## src/rtl/writeback_stage.sv

```systemverilog
// writeback_stage: selects ALU, load or PC+4 result and drives the register-file write port.
// Optional WB_BYPASS_EN adds byp_valid/byp_rd/byp_data forwarding outputs.
module writeback_stage #(
  parameter int RSP_TIMEOUT = 15
) (
  input  logic        clock,
  input  logic        reset_n,
  input  logic        in_valid,
  output logic        in_ready,
  input  logic        in_reg_we,
  input  logic [4:0]  in_rd,
  input  logic [1:0]  in_wb_sel,
  input  logic [31:0] in_alu,
  input  logic [31:0] in_pc,
  input  logic [2:0]  in_funct3,
  input  logic        dmem_rsp_valid,
  input  logic [31:0] dmem_rsp_data,
  output logic        write_enable,
  output logic [4:0]  addr_rd,
  output logic [31:0] data_rd,
  output logic        err_misalign,
`ifdef WB_BYPASS_EN
  output logic        byp_valid,
  output logic [4:0]  byp_rd,
  output logic [31:0] byp_data,
`endif
  output logic        err_timeout
);
  localparam logic [0:0] IDLE = 1'b0;
  localparam logic [0:0] WAIT_RSP = 1'b1;
  logic [0:0]  state;
  logic [7:0]  cnt;
  logic [4:0]  ld_rd;
  logic        ld_we;
  logic [2:0]  ld_f3;
  logic [1:0]  ld_off;
  logic        accept, misalign;
  logic [7:0]  byte_v;
  logic [15:0] half_v;
  logic [31:0] load_data;
  assign in_ready = state == IDLE;
  assign accept = in_valid && in_ready;
`ifdef WB_BYPASS_EN
  assign byp_valid = write_enable;
  assign byp_rd = addr_rd;
  assign byp_data = data_rd;
`endif
  // Only legal load widths are ever latched, so funct3[1] alone identifies LW afterwards.
  always_comb begin
    misalign = (in_funct3 == 3'b001 || in_funct3 == 3'b101) ? in_alu[0] :
               (in_funct3 == 3'b010) ? |in_alu[1:0] :
               (in_funct3 == 3'b011) || (in_funct3[2:1] == 2'b11);
    byte_v = 8'(dmem_rsp_data >> {ld_off, 3'b000});
    half_v = ld_off[1] ? dmem_rsp_data[31:16] : dmem_rsp_data[15:0];
    load_data = ld_f3[1] ? dmem_rsp_data :
                ld_f3[0] ? {{16{~ld_f3[2] & half_v[15]}}, half_v} :
                           {{24{~ld_f3[2] & byte_v[7]}}, byte_v};
  end
  always_ff @(posedge clock or negedge reset_n) begin
    if (!reset_n) begin
      state <= IDLE;
      cnt <= '0;
      ld_rd <= '0;
      ld_we <= 1'b0;
      ld_f3 <= '0;
      ld_off <= '0;
      write_enable <= 1'b0;
      addr_rd <= '0;
      data_rd <= '0;
      err_misalign <= 1'b0;
      err_timeout <= 1'b0;
    end else begin
      write_enable <= 1'b0;
      err_misalign <= 1'b0;
      if (state == IDLE) begin
        if (accept && in_wb_sel == 2'd1) begin
          if (misalign) err_misalign <= 1'b1;
          else begin
            state <= WAIT_RSP;
            cnt <= '0;
            ld_rd <= in_rd;
            ld_we <= in_reg_we;
            ld_f3 <= in_funct3;
            ld_off <= in_alu[1:0];
          end
        end else if (accept && in_wb_sel != 2'd3 && in_reg_we && in_rd != 5'd0) begin
          write_enable <= 1'b1;
          addr_rd <= in_rd;
          data_rd <= (in_wb_sel == 2'd2) ? in_pc + 32'd4 : in_alu;
        end
      end else if (dmem_rsp_valid) begin
        state <= IDLE;
        if (ld_we && ld_rd != 5'd0) begin
          write_enable <= 1'b1;
          addr_rd <= ld_rd;
          data_rd <= load_data;
        end
      end else begin
        // The response check above takes priority, so a reply in the final cycle still commits.
        cnt <= cnt + 8'd1;
        if (cnt + 8'd1 == 8'(RSP_TIMEOUT)) begin
          state <= IDLE;
          err_timeout <= 1'b1;
        end
      end
    end
  end
endmodule

```

## config.mk

```make
export PLATFORM = sky130hd
export DESIGN_NAME = writeback_stage
export DESIGN_NICKNAME = d
export VERILOG_FILES = /design/src/rtl/writeback_stage.sv
export SDC_FILE = /design/constraint.sdc
export NUM_CORES = 1
export LEC_CHECK = 0
export CAP_MARGIN = 25
export CORE_MARGIN = 5
export CORE_UTILIZATION = 46
export DETAILED_ROUTE_END_ITERATION = 12
export PLACE_DENSITY = 0.81
export SETUP_SLACK_MARGIN = 0.4
export SLEW_MARGIN = 20
export SYNTH_ARGS = -nofsm -noshare
export SYNTH_HDL_FRONTEND = slang
export SYNTH_SLANG_ARGS = --single-unit
```

## constraint.sdc

```tcl
create_clock -name clock -period 2.75 [get_ports clock]
set_clock_uncertainty 0.15 [all_clocks]
set_input_delay 0.55 -clock clock [delete_from_list [all_inputs] [get_ports clock]]
set_output_delay 0.55 -clock clock [all_outputs]
set_load 0.01 [all_outputs]
```

==> impl_summary.log <==
INFO  metric run_status = completed
INFO  metric critPathArrivalTime = ~2400 ps
INFO  metric netlist.top_cell.by_area = sky130_fd_sc_hd__dfrtp_1
INFO  metric die_h = 107.5 µm
INFO  metric worstMarginPinSlew = approximately 800 ps
INFO  metric clkTransAtPathRegs = approximately 70 ps
INFO  metric place.gp.congestion = roughly 0.97
INFO  metric period_share = between 80% and 90%
INFO  metric antenna_found_initial = 0
INFO  metric min_tclk_post_route = about 2300 ps
INFO  metric avgViaCountPerCell = 6.088
INFO  metric ys_async_sr_fraction = 100.0%
INFO  metric postSynthAreaPerCell = ~8.2 µm²
INFO  metric yosys.area_share.adder = less than 1%
INFO  metric hpwl = about 13 mm
INFO  metric cts_htree_levels = 3
INFO  metric synth_top_flop_cell = sky130_fd_sc_hd__dfrtp_1
INFO  metric cts_root_buf = sky130_fd_sc_hd__clkbuf_8
INFO  metric post_synth_instance_area = approximately 4400 µm²
INFO  metric setup-tns-final = 0 ps
INFO  metric drt-initial-drc-count = around 450
INFO  metric route.detailed.drc = 0
INFO  metric routed-via-count = slightly above 5000
INFO  metric seq_area_frac_synth = between 30% and 40%
INFO  metric die_width = roughly 110 µm
INFO  metric synth.most_common_cell = sky130_fd_sc_hd__nand2_1
INFO  metric wirelength = approximately 17 mm
INFO  metric yosys_reg_bits = 60
INFO  metric synth_enable_flop_cells = 0
INFO  metric fmax_achieved = approximately 430 MHz
INFO  metric seqCellArea = ~1500 µm²
INFO  metric multi_input_comb_area = 2703 µm²
INFO  metric maxSlewViolCount = 0
INFO  metric max_slew_margin = between 40 and 50%
INFO  metric final_design_area_no_fill = approximately 6700 µm²
INFO  metric power_per_standard_cell_area = around 530 nW/µm²
INFO  metric detail-route-antenna-nets = 0
INFO  metric fillerInstances = about 700
INFO  metric io-pin-count = about 150
INFO  metric p_leak = 2.671 nW
INFO  metric cp.required = about 2800 ps
INFO  metric critPathMaxFanout = 4
INFO  metric ys_top_cells_by_count = 72 x sky130_fd_sc_hd__nand2_1, 60 x sky130_fd_sc_hd__dfrtp_1, 50 x sky130_fd_sc_hd__nor2_1
INFO  metric worstSkewPairLatency = around 350 ps
INFO  metric area.growth.synth_to_final = 53.18%
INFO  metric timing.rr.start = ld_rd[3]
INFO  metric synth_compound_gate_area_share = around 25%
INFO  metric clock_path_buffers = 2
INFO  metric cts_hold_buffers = 0
INFO  metric die-area = approximately 12000 µm²
INFO  metric setup_violations = 0
INFO  metric wl_per_cell = a little over 20 µm
INFO  metric yosysWarnings = 0
INFO  metric max-cap-violations = 0
INFO  metric setup_repair_after_global_routing_missed_its_margin = true
INFO  metric critPathLaunchType = input pin
INFO  metric tritoncts = yes
INFO  metric numCtsBuffers = 9
INFO  metric finish.net_count = 828
INFO  metric synthesized_netlist_cell_count = 530
INFO  metric gr-total-overflow = 0
INFO  metric start_util = between 40 and 50%
INFO  metric detail_route.first_pass.iterations = 5
INFO  metric maximum_number_of_pins_on_one_net_before_global_route_repair = 61
INFO  metric synth.net_count = 644
INFO  metric path_class = input pin to flip-flop
INFO  metric synth_simple_gate_area_share = 25.39%
INFO  metric n_diodes = 0
INFO  metric port_buffers = around 150
INFO  metric core_area = around 9200 µm²
INFO  metric post_synth_xor_area_fraction = 3.005%
INFO  metric number_of_hold_violations_in_the_final_report = 0
INFO  metric r2r.worst_path.cells = 7
INFO  metric ir_worst_vdd = 416.2 µV
INFO  metric placed_area = about 6300 µm²
INFO  metric cts.sinks = 60
INFO  metric synth_top_cell_area_share = around 34%
INFO  metric first_global_vias = 5016
INFO  metric groute.usage.overall = between 20% and 30%
INFO  metric endpoint_kind = flip-flop
INFO  metric drive_gt1_share = 17.52%
INFO  metric grt_first_pass_wirelength = 25.99 mm
INFO  metric rows = 35
INFO  metric ff2ff_setup_slack = between 500 and 600 ps
INFO  metric synthTopCellsByArea = sky130_fd_sc_hd__dfrtp_1 34%, sky130_fd_sc_hd__nand2_1 6.2%, sky130_fd_sc_hd__o21ai_0 4.4%, sky130_fd_sc_hd__nor2_1 4.3%, sky130_fd_sc_hd__a21oi_1 3.9%
INFO  metric number_of_distinct_library_cell_variants_in_the_gate_level_netlist_after_synthesis = 74
INFO  metric r2r-end = data_rd[23]
INFO  metric synth_top_family_by_area = simple AND/OR/NAND/NOR gates
INFO  metric synthMuxAreaShare = 5.266%
INFO  metric hold_class = input pin to asynchronous set/reset pin
INFO  metric finalCoreUtilization = between 70 and 80%
-- through the flow --
step           hold slack [ps]  power, mW  std cells  setup slack, ps
2_1_floorplan            104.4      1.880        530            431.6
3_3_place_gp             294.5      2.626        830           -59.50
3_5_place_dp             300.9      2.670        830           -94.84
4_1_cts                  228.9      3.520        847            377.2
5_1_grt                  280.5      3.712        848            380.7
6_report                 204.2      3.541        848            427.9
-- routing by layer --
metal / share of wire, % / GRT usage, % / routed length (µm)
met1: 40 / 38.12 / 6978
met4: 3.3 / 12.71 / 570
met3: 10 / 5.759 / 1807
met2: 46 / 45.34 / 7874
met5: 0 / 0 / 0
-- cells in the final DEF (no fill, tap or decap), types with 4 or more instances in the layout --
master	n
sky130_fd_sc_hd__nor2b_1	4
sky130_fd_sc_hd__o31ai_1	6
sky130_fd_sc_hd__mux2i_1	5
sky130_fd_sc_hd__nor2_1	50
sky130_fd_sc_hd__nor4_1	9
sky130_fd_sc_hd__buf_4	49
sky130_fd_sc_hd__o31a_1	8
sky130_fd_sc_hd__nand3_1	15
sky130_fd_sc_hd__xnor2_1	7
sky130_fd_sc_hd__dfrtp_1	60
sky130_fd_sc_hd__buf_12	5
sky130_fd_sc_hd__o21ai_0	37
sky130_fd_sc_hd__xor2_1	8
sky130_fd_sc_hd__clkdlybuf4s50_1	147
sky130_fd_sc_hd__o221ai_1	5
sky130_fd_sc_hd__mux2_2	14
sky130_fd_sc_hd__o22ai_1	5
sky130_fd_sc_hd__clkinvlp_4	4
sky130_fd_sc_hd__buf_6	4
sky130_fd_sc_hd__nand2b_1	5
sky130_fd_sc_hd__o41ai_1	4
sky130_fd_sc_hd__nand4_1	7
sky130_fd_sc_hd__a211oi_1	8
sky130_fd_sc_hd__a31oi_1	8
sky130_fd_sc_hd__clkbuf_8	11
sky130_fd_sc_hd__a221o_1	4
sky130_fd_sc_hd__and3_1	5
sky130_fd_sc_hd__nor3_1	22
sky130_fd_sc_hd__inv_1	15
sky130_fd_sc_hd__nand2_1	71
sky130_fd_sc_hd__a21oi_1	34
-- cell families after synthesis --
group	Yosys count
mux	20
fa+ha+maj	3
flops	60
compound gates	158
xor+xnor	15
buf+inv	54
simple gates	220
-- area by class of cell --
cell class,instances,share of cell area [%]
Tap cell,129,2.410
Sequential cell,60,22.42
Clock buffer,11,2.261
Multi-Input combinational cell,416,40.36
Clock inverter,5,0.8969
Inverter,16,0.8969
Timing Repair Buffer,211,30.75
-- report_power, final --
part,switching [mW],internal (mW)
Clock,0.380,0.467
Sequential,0.183,1.09
Combinational,0.667,0.753
-- sequential cells by signal, indices dropped and copies added, names as in the netlist --
register and count:
ld_we 1, data_rd 32, err_timeout 1, write_enable 1
err_misalign 1, cnt 8, ld_f3 3, ld_rd 5
ld_off 2, state 1, addr_rd 5
-- timing repair --
| item | 4_1_cts | 5_1_grt |
|---|---|---|
| setup endpoints to repair | 8 | 19 |
| gates cloned | 0 | 1 |
| pin swaps | 0 | 9 |
| hold endpoints to repair | 0 | 0 |
| buffers inserted | 1 | 0 |
| resized for setup | 12 | 22 |
-- worst max path at each step --
stage               from           to
2_1_floorplan   in_pc[2]  data_rd[30]
3_3_place_gp    in_pc[3]  data_rd[30]
3_5_place_dp    in_pc[3]  data_rd[20]
4_1_cts        in_pc[21]  data_rd[30]
5_1_grt         in_pc[4]  data_rd[31]
6_report       in_pc[23]  data_rd[29]
-- worst max-delay path, cell delays in order --
cell and delay, ps:
sky130_fd_sc_hd__clkdlybuf4s50_1 510, sky130_fd_sc_hd__buf_4 150, sky130_fd_sc_hd__and4_2 270, sky130_fd_sc_hd__nand3_4 100, sky130_fd_sc_hd__or4_4 500, sky130_fd_sc_hd__a31oi_4 220
sky130_fd_sc_hd__o31ai_1 100
Power figures use the tool's default switching activity.
